**src/rtl/i2c_write_sequencer.sv**
```systemverilog
// rtl/i2c_write_sequencer.sv - Table-driven register-write sequencer for I2C_master; optional ready timeout under `I2C_SEQ_TIMEOUT_EN
module i2c_write_sequencer #(
    parameter logic [6:0] DEV_ADDR   = 7'h68,
    parameter int         NUM_WRITES = 4,
    parameter int         GAP_CYCLES = 16
`ifdef I2C_SEQ_TIMEOUT_EN
    ,
    parameter int         TIMEOUT    = 4096
`endif
) (
    input  logic       clk,
    input  logic       reset_n,
    input  logic       go,
    input  logic       ready,
    output logic       start,
    output logic [6:0] addr,
    output logic [7:0] sub,
    output logic [7:0] data,
    output logic [3:0] idx,
    output logic       busy,
    output logic       done,
    output logic       error
);

    localparam logic [2:0] S_IDLE      = 3'd0;
    localparam logic [2:0] S_LOAD      = 3'd1;
    localparam logic [2:0] S_ARM       = 3'd2;
    localparam logic [2:0] S_WAIT_BUSY = 3'd3;
    localparam logic [2:0] S_WAIT_DONE = 3'd4;
    localparam logic [2:0] S_GAP       = 3'd5;
    localparam logic [2:0] S_DONE      = 3'd6;
    localparam logic [2:0] S_ERROR     = 3'd7;

    localparam logic [3:0]  LAST_IDX = 4'(NUM_WRITES - 1);
    localparam logic [12:0] GAP_LAST = 13'(GAP_CYCLES - 1);

    logic [2:0]  r_state;
    logic [2:0]  w_state_next;
    logic [3:0]  r_idx;
    logic [7:0]  r_sub;
    logic [7:0]  r_data;
    logic [6:0]  r_addr;
    logic        r_start;
    logic        r_done;
    logic [12:0] r_cnt;
    logic        w_restart;

    // Device-init table, {sub, data}; unused slots read as zero
    function automatic logic [15:0] rom_entry(input logic [3:0] i);
        case (i)
            4'd0:    rom_entry = 16'h200F;
            4'd1:    rom_entry = 16'h2330;
            4'd2:    rom_entry = 16'h2208;
            4'd3:    rom_entry = 16'h2400;
            default: rom_entry = 16'h0000;
        endcase
    endfunction

    // go only counts in the resting states; while a sequence runs it is ignored
    assign w_restart = go && ((r_state == S_IDLE) || (r_state == S_DONE) || (r_state == S_ERROR));

`ifdef I2C_SEQ_TIMEOUT_EN
    localparam logic [12:0] TMO_LAST = 13'(TIMEOUT - 1);
    logic w_waiting;
    logic r_error;
    assign w_waiting = (r_state == S_ARM) || (r_state == S_WAIT_BUSY) || (r_state == S_WAIT_DONE);
`endif

    // Next-state decode; a stalled handshake state escalates to ERROR when the timeout is built in
    always_comb begin
        w_state_next = r_state;
        case (r_state)
            S_IDLE, S_DONE, S_ERROR: if (go) w_state_next = S_LOAD;
            S_LOAD:      w_state_next = S_ARM;
            S_ARM:       if (r_start) w_state_next = S_WAIT_BUSY;
            S_WAIT_BUSY: if (!ready) w_state_next = S_WAIT_DONE;
            S_WAIT_DONE: if (ready) w_state_next = (r_idx == LAST_IDX) ? S_DONE : S_GAP;
            S_GAP:       if (r_cnt == GAP_LAST) w_state_next = S_LOAD;
            default:     w_state_next = S_IDLE;
        endcase
`ifdef I2C_SEQ_TIMEOUT_EN
        if (w_waiting && (r_cnt == TMO_LAST) && (w_state_next == r_state))
            w_state_next = S_ERROR;
`endif
    end

    // State, entry index, latched command fields and the one-cycle start pulse
    always_ff @(posedge clk) begin
        if (!reset_n) begin
            r_state <= S_IDLE;
            r_idx   <= 4'd0;
            r_sub   <= 8'h20;
            r_data  <= 8'h0F;
            r_addr  <= DEV_ADDR;
            r_start <= 1'b0;
            r_done  <= 1'b0;
            r_cnt   <= 13'd0;
        end else begin
            r_state <= w_state_next;
            // start is only ever high during a cycle spent in ARM; leaving ARM clears it
            r_start <= (w_state_next == S_ARM) && ready;
            // shared counter: gap length, and wait time when the timeout is built in
            r_cnt   <= (w_state_next == r_state) ? r_cnt + 13'd1 : 13'd0;
            if (w_restart) begin
                r_idx  <= 4'd0;
                r_done <= 1'b0;
            end
            if (r_state == S_LOAD) begin
                {r_sub, r_data} <= rom_entry(r_idx);
                r_addr          <= DEV_ADDR;
            end
            if ((r_state == S_WAIT_DONE) && (w_state_next == S_GAP))
                r_idx <= r_idx + 4'd1;
            if ((r_state == S_WAIT_DONE) && (w_state_next == S_DONE))
                r_done <= 1'b1;
        end
    end

`ifdef I2C_SEQ_TIMEOUT_EN
    // Sticky timeout flag, cleared only by the next accepted go or reset
    always_ff @(posedge clk) begin
        if (!reset_n)
            r_error <= 1'b0;
        else if (w_restart)
            r_error <= 1'b0;
        else if ((w_state_next == S_ERROR) && (r_state != S_ERROR))
            r_error <= 1'b1;
    end
    assign error = r_error;
`else
    assign error = 1'b0;
`endif

    assign start = r_start;
    assign addr  = r_addr;
    assign sub   = r_sub;
    assign data  = r_data;
    assign idx   = r_idx;
    assign busy  = (r_state != S_IDLE) && (r_state != S_DONE) && (r_state != S_ERROR);
    assign done  = r_done;

endmodule

```
**config.mk**
```make
export PLATFORM = sky130hd
export DESIGN_NAME = i2c_write_sequencer
export DESIGN_NICKNAME = d
export VERILOG_FILES = /design/src/rtl/i2c_write_sequencer.sv
export SDC_FILE = /design/constraint.sdc
export NUM_CORES = 1
export LEC_CHECK = 0
export CAP_MARGIN = 25
export CORE_MARGIN = 3
export CORE_UTILIZATION = 45
export DETAILED_ROUTE_END_ITERATION = 10
export DONT_BUFFER_PORTS = 1
export HOLD_SLACK_MARGIN = 0.15
export SLEW_MARGIN = 20
export SYNTH_ARGS = -nofsm -noshare
export SYNTH_HDL_FRONTEND = slang
export SYNTH_SLANG_ARGS = --single-unit
```
**constraint.sdc**
```tcl
create_clock -name clk -period 4.6 [get_ports clk]
set_input_delay 0.92 -clock clk [delete_from_list [all_inputs] [get_ports clk]]
set_output_delay 0.92 -clock clk [all_outputs]
set_load 0.05 [all_outputs]
```
==> metrics.cfg, run 1 <==
[setup_path]
critPathLaunchType=register
r2r_end=r_cnt[11]
r2r-start=idx[1]
slowest_stage=nor2_1
worstRegToRegCells=5
path_depth=2
cp.buffers_inverters=0
worst-setup-path-type=register to primary output
crit_path_cell_trace=nor3_1 -> nor2_1
reg2reg_setup_slack_ns=2.05
critPathMaxFanout=13
path_delay_family=simple AND/OR/NAND/NOR gates
crit_arrival_ns=1.73
crit_end=busy
max_stage_delay_ns=0.71
cp-startpoint=r_state[1]
crit_path_end_kind=primary output
required_ns=3.68

[drt]
routed_wl_um=2600
ant_nets=0
drc=0
firstDrtPassIters=4
wl_per_cell_um=12.0
drt-initial-drc-count=53
route.vias.total=1110
vias_per_cell=5.14

[synth]
syn_inst=180
yosysSeqAreaShare_pct=37.6
async_flop_share_pct=0
synth_edf_count=0
avgSynthCellArea_um2=8.29
ys.flop_type=dfxtp_1
yosysUniqueCellTypes=41
synth_warnings=0
syn_area_um2=1490
ys_ff_latch=28

[power]
p_int_mw=0.296
switching_share_pct=32.3
power_frac_comb_pct=17.3
cellPowerDensity_nw_per_um2=300
irDropWorstVdd_mv=0.121
p_leak_nw=0.501
seqPwrFrac_pct=60.9
clock_power_share_pct=21.9
power.switching_mw=0.141
power.total_mw=0.437

[clocking]
htreeDepth=1
clockBufferDepth=2
cts_tree=yes
clk_latency_ns=0.31
ctsResizeCount=0
clockRootBuffer=clkbuf_4
cts_sinks=28
cts_inserted_buffers=3
post_cts_buffers=0
clk_pin_slew_worst_paths_ns=0.14
ctsHoldBuffers=0

[floorplanning]
dieHeight_um=63.6
die_area_um2=4040
start_util_pct=48.1
num_io_pins=35
fp.dieW_um=63.6
core-area_um2=3100
fp-row-count=20

[sta]
fmax_ghz=0.377
tns_ns=0
rsz0062_at_grt=no
worst_clock_skew_ns=0.00384
setup-violations-final=0
hold_viol=0
layout_min_cycle_time_ns=2.65
fin_crit_sh_pct=57.6
drv_slew=0
worst_pin_slew_ns=0.906
slew_headroom_pct=39.4

[placed_design]
hpwl_um=2020
dp_cells=213
place_area_um2=1430
portBuffers=0
gp_congestion=0.760

[finish]
final_util_pct=46.9
area_growth_pct=-2.43
fin_cells=216
final_nets=183
fin_area_um2=1460
n_antenna_cell=0
layout-drive-gt1-share_pct=4.07

[hold_path]
hold_class=register to register

[global_route]
busiest_layer=met2
use_met3_pct=3.39
grt_overflow=0
grt_usage_pct=14.0
grt_max_degree=15
grt_util_met1_pct=18.8
antenna_found_initial=0
grt_pass1_vias=1015
grt_pass1_wl_um=4590
met2_usage_pct=22.0

[run_status]
outcome=finished, final reports clean

[flow_run]
max_cap_violations=0

-- kinds of logic after synthesis --
group / count (synthesis) / share of synthesized area, %
fa+ha+maj: 5 / 4.19
flops: 28 / 37.6
other cells: 2 / 0.504
compound gates: 25 / 11.5
mux: 2 / 1.34
simple gates: 72 / 24.2
buf+inv: 35 / 14.2
xor+xnor: 11 / 6.46
-- power groups by stage --
stage	Clock, mW	Sequential (mW)	Combinational [mW]
after floorplan	0	0.269	0.0832
after global placement	0	0.271	0.0743
after detailed placement	0	0.271	0.0751
after CTS	0.102	0.266	0.0754
after global routing	0.110	0.268	0.0815
final	0.0954	0.266	0.0755
-- worst reg2reg max path: stages, from the launching register on --
cell and delay, ns:
dfxtp_1 0.74, ha_1 0.30, or3b_1 0.48, a211o_1 0.33
a221o_1 0.49, nor2_1 0.17
-- layout make-up --
cell class,count,area [µm²]
timing repair buffer,2,15.0
tap,44,55.1
clock buffer,3,22.5
sequential,28,561
fill,340,1650
inverter,10,37.5
multi-input combinational,129,764
-- how the worst min path moves through the flow --
stage	start	endpoint	cells past startpoint
2_1_floorplan	r_cnt[0]	r_cnt[0]	1
3_3_place_gp	r_cnt[0]	r_cnt[0]	1
3_5_place_dp	r_cnt[0]	r_cnt[0]	1
4_1_cts	r_cnt[0]	r_cnt[0]	1
5_1_grt	r_cnt[0]	r_cnt[0]	1
6_report	r_cnt[0]	r_cnt[0]	1
-- metal layers --
metal  vias to the layer above  wire length [µm]
li1                        569                 -
met1                       518              1230
met2                        23              1240
met3                         0               132
met4                         0                 0
met5                         -                 0
-- layout by cell type, fill, tap and decap left out, types with 5 or more instances in the layout --
cell      n
xnor2_1  10
nor3_1    5
ha_1      5
o21ai_0   5
a21oi_1   7
nand2_1  12
nand3_1   9
nor2_1   24
inv_1    10
dfxtp_1  28
conb_1   14
-- metrics by stage --
stage | hold slack [ns] | setup slack [ns]
after floorplan | 0.430 | 2.24
after global placement | 0.437 | 2.14
after detailed placement | 0.449 | 2.06
after CTS | 0.482 | 1.95
after global routing | 0.517 | 1.86
final | 0.480 | 1.95
-- flip-flops by register name, summed over array words and instances, names as in the netlist --
register	cells
start	1
sub	3
r_cnt	13
r_state	3
done	1
idx	4
data	3
-- synthesized netlist by cell type (3+ instances only) --
master   instances  area [µm²]
dfxtp_1         28         561
nor2_1          24        90.1
buf_4           18         135
nand2_1         12        45.0
inv_1           10        37.5
xnor2_1         10        87.6
nand3_1          9        45.0
a21oi_1          7        35.0
ha_1             5        62.6
nor3_1           5        25.0
o21ai_0          5        25.0
buf_2            4        20.0
and2_1           3        18.8
nor4_1           3        18.8
Note: power is estimated with default switching activity, not from simulation.
==> inputs of run 2 (changes only) <==
==> constraint.sdc (replaced) <==
create_clock -name clk -period 2.3 [get_ports clk]
set_input_delay 0.46 -clock clk [delete_from_list [all_inputs] [get_ports clk]]
set_output_delay 0.46 -clock clk [all_outputs]
set_load 0.05 [all_outputs]
==> metrics.cfg, run 2 (synthesis results as in run 1) <==
[placed_design]
dp_cells=220  ; was 213
place_area_um2=1490  ; was 1430 µm²
gp_congestion=0.813  ; was 0.760
hpwl_um=2060  ; was 2020 µm
post-place-ws_ns=0.301  ; was 2.06 ns
portBuffers=0  ; unchanged

[sta]
layout_min_cycle_time_ns=2.04
fmax_ghz=0.491
drv_slew=0  ; unchanged
slew_headroom_pct=61.6  ; was 39.4%
rsz0062_at_grt=no  ; unchanged
fin_ws_ns=0.263  ; was 1.95 ns
tns_ns=0  ; unchanged
worst_clock_skew_ns=0.00253  ; was 0.00384 ns
hold_slack_ns=0.195  ; was 0.480 ns
worst_pin_slew_ns=0.570  ; was 0.906 ns
hold_viol=0  ; unchanged
fin_crit_sh_pct=88.6
setup-violations-final=0  ; unchanged

[hold_path]
hold_class=input pin to register  ; was register to register
whs_path_depth=1  ; unchanged

[floorplanning]
die_area_um2=4040  ; unchanged
start_util_pct=48.1  ; unchanged
fp-row-count=20  ; unchanged
num_io_pins=35  ; unchanged
fp.dieW_um=63.6  ; unchanged
dieHeight_um=63.6  ; unchanged
core-area_um2=3100  ; unchanged

[drt]
wl_per_cell_um=12.0  ; about the same
vias_per_cell=5.24  ; was 5.14
drc=0  ; unchanged
ant_nets=0  ; unchanged
firstDrtPassIters=5  ; was 4
routed_wl_um=2680  ; was 2600 µm
route.vias.total=1173  ; was 1,110
drt-initial-drc-count=80  ; was 53

[global_route]
grt_max_degree=16  ; was 15
busiest_layer=met2  ; unchanged
grt_util_met1_pct=19.3  ; was 18.8%
use_met3_pct=2.85  ; was 3.39%
grt_pass1_wl_um=4730  ; was 4590 µm
grt_usage_pct=14.2  ; was 14.0%
antenna_found_initial=0  ; unchanged
grt_pass1_vias=1041  ; was 1,015
grt_overflow=0  ; unchanged
met2_usage_pct=22.8  ; was 22.0%

[finish]
nFillCells=310  ; was 340
final_nets=190  ; was 183
area_growth_pct=2.18  ; was -2.43%
largest_reg_flops=13  ; unchanged
final_util_pct=49.1  ; was 46.9%
layout_common_cells=dfxtp_1, nor2_1, conb_1  ; unchanged
fin_cells=224  ; was 216
final_common_cell=dfxtp_1  ; unchanged
fin_area_um2=1520  ; was 1460 µm²
layout-drive-gt1-share_pct=9.44  ; was 4.07%
n_antenna_cell=0  ; unchanged
top_register=r_cnt  ; unchanged

[setup_path]
crit_arrival_ns=2.30  ; was 1.73 ns
worstRegToRegCells=5  ; unchanged
required_ns=2.56  ; was 3.68 ns
worst-setup-path-type=register to register  ; was register to primary output
critPathLaunchType=register  ; unchanged
critPathMaxFanout=13  ; unchanged
crit_path_end_kind=register  ; was primary output

[clocking]
clockBufferDepth=2  ; unchanged
clk_pin_slew_worst_paths_ns=0.14  ; about the same
cts_inserted_buffers=3  ; unchanged
cts_tree=yes  ; unchanged
ctsResizeCount=0  ; unchanged
clockRootBuffer=clkbuf_4  ; unchanged
htreeDepth=1  ; unchanged
post_cts_buffers=0  ; unchanged
cts_sinks=28  ; unchanged
clk_latency_ns=0.32  ; was 0.31 ns
ctsHoldBuffers=0  ; unchanged

[power]
cellPowerDensity_nw_per_um2=605  ; was 300 nW/µm²
power.total_mw=0.922  ; was 0.437 mW
irDropWorstVdd_mv=0.224  ; was 0.121 mV
p_leak_nw=0.546  ; was 0.501 nW

[run_status]
outcome=finished, final reports clean  ; unchanged

[flow_run]
max_cap_violations=0  ; unchanged

[run 2: cell types whose count changed in the layout (fill, tap and decap cells not counted), sizes merged]
cell    change
clkbuf      +1
buf         +7
[run 2: power breakdown]
group	internal [mW]	switching (mW)	total [mW]
Combinational	0.0358	0.125	0.161
Sequential	0.499	0.0291	0.528
Clock	0.0967	0.137	0.234
[run 2: layer usage]
layer,vias to the layer above,routed length [µm]
li1,581,-
met1,553,1250
met2,37,1230
met3,2,185
met4,0,21
met5,-,0
[run 2: final timing paths]
kind                  from       end  slack [ns]
setup reg to reg    idx[0]  r_cnt[6]        0.26
hold / removal     reset_n    sub[5]        0.19
hold reg to reg   r_cnt[0]  r_cnt[0]        0.48
setup / recovery    idx[0]  r_cnt[6]        0.26
[run 2: cell type report]
| class | count | area [µm²] | share of cell area [%] |
|---|---|---|---|
| well taps | 44 | 55.1 | 3.61 |
| inverters | 10 | 37.5 | 2.46 |
| repair buffers | 9 | 67.6 | 4.43 |
| flip-flops and latches | 28 | 563 | 36.9 |
| clock buffers | 4 | 36.3 | 2.38 |
| multi-input cells | 129 | 764 | 50.2 |
[run 2: critical path, stage by stage, from the launching register on]
cell     delay [ns]
dfxtp_2        0.36
ha_1           0.17
or3b_1         0.46
a211o_1        0.32
a221o_1        0.50
nor2_1         0.17
==> inputs of run 3 (changes only) <==
--- a/config.mk
+++ b/config.mk
@@ -11,7 +11,6 @@
 export DETAILED_ROUTE_END_ITERATION = 10
 export DONT_BUFFER_PORTS = 1
 export HOLD_SLACK_MARGIN = 0.15
-export SLEW_MARGIN = 20
 export SYNTH_ARGS = -nofsm -noshare
 export SYNTH_HDL_FRONTEND = slang
 export SYNTH_SLANG_ARGS = --single-unit
==> results of run 3 <==
Final layout, timing and power as in run 2 (identical DEF).
